--- src/rtl/pwm_fade_array.sv ---
// Multi-channel PWM driver with per-channel fade engine; duty changes apply at period boundaries.
// Optional macro PWM_PHASE_STAGGER_EN staggers each channel's counter phase by c*(2^R/CH).
module pwm_fade_array #(
  parameter int CH       = 3,
  parameter int R        = 8,
  parameter int FADE_DIV = 4,
  parameter int STEP     = 1,
  parameter int CHW      = (CH > 1) ? $clog2(CH) : 1
) (
  input  logic           clk_i,
  input  logic           rst_i,
  input  logic           wr_valid_i,
  output logic           wr_ready_o,
  input  logic [CHW-1:0] wr_ch_i,
  input  logic [R:0]     wr_duty_i,
  input  logic           wr_fade_i,
  output logic [CH-1:0]  pwm_o,
  output logic [CH-1:0]  busy_o,
  output logic           period_o,
  output logic           probe_o
);

  localparam int DVW = (FADE_DIV > 1) ? $clog2(FADE_DIV) : 1;
  localparam logic [R-1:0] CNT_MAX = '1;
  localparam logic [R:0]   FULL    = {1'b1, {R{1'b0}}};

  logic [R-1:0]   cnt_q, cnt_d;
  logic [DVW-1:0] div_q, div_d;
  logic [R:0]     tgt_q [CH];
  logic [R:0]     tgt_d [CH];
  logic [R:0]     cur_q [CH];
  logic [R:0]     cur_d [CH];
  logic [CH-1:0]  fade_q, fade_d;
  logic [CH-1:0]  pwm_q, pwm_d;
  logic           period_q, period_d;
  logic           ready_q, ready_d;
  logic           boundary, fade_tick, wr_fire;
  logic [CH-1:0]  own_bnd, do_step;
`ifdef PWM_PHASE_STAGGER_EN
  logic [CH-1:0]  pend_q, pend_d;
  logic [R-1:0]   pc [CH];
`endif

  // Move cur toward tgt by STEP, landing exactly on tgt rather than overshooting.
  function automatic logic [R:0] step_toward(input logic [R:0] cur, input logic [R:0] tgt);
    logic [R+1:0] c2, t2, s2, n2;
    c2 = {1'b0, cur};
    t2 = {1'b0, tgt};
    s2 = (R+2)'(STEP);
    if (c2 < t2) begin
      n2 = c2 + s2;
      if (n2 > t2) n2 = t2;
    end else if (c2 > t2) begin
      n2 = (c2 < t2 + s2) ? t2 : c2 - s2;
    end else begin
      n2 = c2;
    end
    return (R+1)'(n2);
  endfunction

  always_comb begin
    cnt_d     = cnt_q + 1'b1;
    boundary  = (cnt_q == CNT_MAX);
    fade_tick = boundary && (div_q == DVW'(FADE_DIV - 1));
    div_d     = div_q;
    if (boundary) div_d = fade_tick ? '0 : div_q + 1'b1;
    period_d  = (cnt_d == CNT_MAX);
    ready_d   = (cnt_d != CNT_MAX);
    wr_fire   = wr_valid_i && ready_q;
    pwm_d     = '0;
    own_bnd   = '0;
    do_step   = '0;
    fade_d    = fade_q;
`ifdef PWM_PHASE_STAGGER_EN
    pend_d    = pend_q;
`endif
    for (int c = 0; c < CH; c++) begin
      tgt_d[c] = tgt_q[c];
      cur_d[c] = cur_q[c];
      if (wr_fire && (32'(wr_ch_i) == 32'(c))) begin
        tgt_d[c]  = (wr_duty_i > FULL) ? FULL : wr_duty_i;
        fade_d[c] = wr_fade_i;
      end
`ifdef PWM_PHASE_STAGGER_EN
      pc[c]      = cnt_q + R'(c * ((2 ** R) / CH));
      own_bnd[c] = (pc[c] == CNT_MAX);
      do_step[c] = pend_q[c] | fade_tick;
      pend_d[c]  = (pend_q[c] | fade_tick) & ~own_bnd[c];
      pwm_d[c]   = ({1'b0, pc[c]} < cur_q[c]);
      if ((cnt_d + R'(c * ((2 ** R) / CH))) == CNT_MAX) ready_d = 1'b0;
`else
      own_bnd[c] = boundary;
      do_step[c] = fade_tick;
      pwm_d[c]   = ({1'b0, cnt_q} < cur_q[c]);
`endif
      if (own_bnd[c]) begin
        if (!fade_q[c])      cur_d[c] = tgt_q[c];
        else if (do_step[c]) cur_d[c] = step_toward(cur_q[c], tgt_q[c]);
      end
    end
  end

  always_ff @(posedge clk_i or negedge rst_i) begin
    if (!rst_i) begin
      cnt_q    <= '0;
      div_q    <= '0;
      fade_q   <= '0;
      pwm_q    <= '0;
      period_q <= 1'b0;
      ready_q  <= 1'b0;
      for (int c = 0; c < CH; c++) begin
        tgt_q[c] <= '0;
        cur_q[c] <= '0;
      end
`ifdef PWM_PHASE_STAGGER_EN
      pend_q   <= '0;
`endif
    end else begin
      cnt_q    <= cnt_d;
      div_q    <= div_d;
      fade_q   <= fade_d;
      pwm_q    <= pwm_d;
      period_q <= period_d;
      ready_q  <= ready_d;
      for (int c = 0; c < CH; c++) begin
        tgt_q[c] <= tgt_d[c];
        cur_q[c] <= cur_d[c];
      end
`ifdef PWM_PHASE_STAGGER_EN
      pend_q   <= pend_d;
`endif
    end
  end

  always_comb begin
    for (int c = 0; c < CH; c++) busy_o[c] = (cur_q[c] != tgt_q[c]);
  end

  assign pwm_o      = pwm_q;
  assign period_o   = period_q;
  assign wr_ready_o = ready_q;
  assign probe_o    = pwm_q[0];

endmodule

--- config.mk ---
export PLATFORM = sky130hd
export DESIGN_NAME = pwm_fade_array
export DESIGN_NICKNAME = d
export VERILOG_FILES = /design/src/rtl/pwm_fade_array.sv
export SDC_FILE = /design/constraint.sdc
export NUM_CORES = 1
export LEC_CHECK = 0
export BUFFER_PORTS_ARGS = -buffer_cell sky130_fd_sc_hd__buf_2
export CAP_MARGIN = 10
export CORE_UTILIZATION = 64
export DETAILED_ROUTE_END_ITERATION = 12
export HOLD_SLACK_MARGIN = 0.06
export PLACE_DENSITY = 0.88
export SLEW_MARGIN = 20
export SYNTH_ARGS = -nofsm -noshare
export SYNTH_HDL_FRONTEND = slang
export SYNTH_SLANG_ARGS = --single-unit
--- constraint.sdc ---
create_clock -name clk_i -period 4.06 [get_ports clk_i]
set_input_delay 0.812 -clock clk_i [delete_from_list [all_inputs] [get_ports clk_i]]
set_output_delay 0.812 -clock clk_i [all_outputs]
set_load 0.01 [all_outputs]
==> metrics.csv <==
metric;value;unit
outcome;finished, final reports clean;
rsz0062_at_grt;no;
report.final.slew_viol_count;0;
grt_pass1_vias;6407;
synth_nets;999;
cts_buffer_depth;2;
max_freq;267;MHz
synth_compound_area_share;22.7;%
ys_ff_latch;72;
p_leak;3.71;nW
async_flop_share;100;%
setup_ws;0.317;ns
placed_cell_area;7550;µm²
dieHeight;109;µm
grt_max_degree;73;
yosys-top-cells-area;dfrtp_1 25%, ha_1 19%, xnor2_1 5.9%;
synth_top_family_by_area;compound AO/OA/AOI/OAI gates;
worst_pin_slew;0.956;ns
fin_cells;1030;
synth_xor_area_share;6.82;%
wl_per_cell;19.7;µm
regToRegSetupSlack;0.32;ns
timing.rr.end;cur_q[22]$_DFFE_PN0P_;
rows;38;
synth_area_per_cell;8.42;µm²
placed_cells;1015;
io_buffers;23;
holdPathStages;2;
max-vdd-ir-drop;246;µV
worstRegToRegCells;13;
track_usage;36.3;%
holdBufCountCts;0;
post-route-min-period;3.74;ns
clock-sinks;72;
vias;6793;
grt_pass1_wl;32.8;mm
clk_pin_slew_worst_paths;0.06;ns
io_pins;24;
clock-root-buffer;clkbuf_16;
post-place-ws;0.470;ns
hp-start;div_q[1]$_DFFE_PN0P_;
cts_buffers;9;
overflow;0;
hold_path_class;flop to flop;
min_to;div_q[1]$_DFFE_PN0P_;
cap_violations;0;
critPathMaxFanout;10;
cts_setup_buffers;0;
syn_to_final_growth;7.04;%
core_region_area;11000;µm²
synth_edf_count;0;
clk_latency;0.34;ns
fin_area;7840;µm²
cp.required;4.29;ns
drt_wl_total;20.3;mm
synth_top_area_share;24.6;%
fin_crit_sh;92.2;%
grt_antenna_before_repair;0;
firstDrtPassIters;5;
initial_utilization;66.7;%
synth_area;7320;µm²
synth_ff_type;dfrtp_1;
endpoint_kind;flop;
fp.dieW;109;µm
p_per_area;275;nW/µm²
drtAntennaViolNets;0;
synth_top_area_cell;dfrtp_1;
gp_congestion;1.04;
clock_skew;0.0105;ns
synthMuxAreaShare;1.33;%
yosysWarnings;0;
cts_tree;built;
startpoint_type;flop;
fin_tns_setup;0;ns
ys_seq_area_share;24.6;%
crit_type;flop to flop;
yosysUniqueCellTypes;78;
setup_viol;0;
drt_iter0_drc;794;
layout-drive-gt1-share;8.54;%
die_area;11900;µm²
postCtsResizedCells;0;
layout.nets;1015;
antenna_cells;0;
vias_per_cell;6.60;
critPathArrivalTime;3.97;ns
synth_fa_ha_area_share;19.5;%
drc_errors;0;
rr_startpoint;cur_q[20]$_DFFE_PN0P_;
dp_hpwl;15.5;mm
relSlewSlack;36.3;%
synthSimpleGateAreaFrac;19.3;%
cts_max_level;3;
hold_viol;0;
synthCells;870;
[final cells by class]
class	instances	area, µm²
inverter	76	285
timing repair buffer	33	190
clock inverter	3	25.0
tap	140	175
sequential	72	1800
multi-input combinational	694	5090
clock buffer	12	267
fill	881	3150
[worst max-delay path, stage by stage, from the launching register on]
cell       delay (ns)
dfrtp_1          0.60
inv_1            0.20
nor3_2           0.42
nand3_1          0.15
xnor2_1          0.26
ha_1             0.31
nand4_1          0.15
o21bai_1         0.12
o2111ai_1        0.13
a21boi_2         0.24
and4_1           0.50
nor2_1           0.13
and3_1           0.21
a211o_1          0.22
[synthesized netlist by cell type, types with 8 or more instances]
library cell / number
nand4_1: 21
o21ai_1: 11
nor2b_1: 9
xor2_1: 8
a21oi_1: 47
o21ai_0: 50
and3_1: 9
xnor2_1: 49
buf_2: 9
nand2b_1: 17
a21o_1: 23
dfrtp_1: 72
nand3_1: 43
o21a_1: 8
ha_1: 114
inv_1: 76
clkbuf_1: 14
nand2_1: 78
nor3_1: 22
a211o_1: 13
nor2_1: 38
and2_1: 10
[per-layer routing]
metal  global-route usage, %  part of all wire, %  wire [µm]
met5                       0                    0          0
met4                    13.7                  2.6        532
met3                    7.83                  9.3       1900
met2                    56.0                   45       9110
met1                    49.6                   43       8800
[registers in the layout (all words and copies together), names as in the netlist]
signal	count
cnt_q	8
cur_q	27
div_q	2
fade_q	3
period_o	1
pwm_o	3
tgt_q	27
wr_ready_o	1
[kinds of logic after synthesis]
logic type                 Yosys count
buffers and inverters              104
xor gates and xnor gates            57
DFF                                 72
AOI/OAI and AO/OA                  235
muxes                                9
and+or+nand+nor                    279
adders and majority gates          114
[per-stage QoR]
stage / utilization, % / power, W / hold WS (ns)
global route: 71.4 / 0.00226 / 0.523
global placement: 68.7 / 0.00137 / 0.458
floorplan: - / 0.00123 / 0.443
CTS: 71.4 / 0.00215 / 0.481
finish: 71.4 / 0.00216 / 0.486
detailed placement: 68.7 / 0.00138 / 0.466
[worst max path at each step]
stage                                from                    end  slack, ns  cells after the start
CTS                 cur_q[20]$_DFFE_PN0P_  cur_q[22]$_DFFE_PN0P_       0.45                     13
global placement    tgt_q[20]$_DFFE_PN0P_  cur_q[22]$_DFFE_PN0P_       0.28                     12
detailed placement  cur_q[20]$_DFFE_PN0P_  cur_q[22]$_DFFE_PN0P_       0.47                     13
finish              cur_q[20]$_DFFE_PN0P_  cur_q[22]$_DFFE_PN0P_       0.32                     13
floorplan           cur_q[12]$_DFFE_PN0P_  cur_q[11]$_DFFE_PN0P_       1.13                     15
global route        cur_q[20]$_DFFE_PN0P_  cur_q[22]$_DFFE_PN0P_       0.14                     13
[where the power goes]
group | switching (W) | internal, W
Combinational | 0.000326 | 0.000218
Clock | 0.000307 | 0.000463
Sequential | 0.0000852 | 0.000759
Total | 0.000718 | 0.00144
[placed cells by master (no fill, tap or decap), types with 11 or more instances in the layout]
master / instances
o21ai_0: 50
dfrtp_1: 72
buf_2: 23
inv_1: 76
nor3_1: 22
nand2_1: 78
a21o_1: 23
a211o_1: 13
xnor2_1: 49
nand4_1: 21
o21ai_1: 11
a21oi_1: 47
ha_1: 114
nand2b_1: 17
nor2_1: 38
nand3_1: 43
Power figures use the tool's default switching activity.
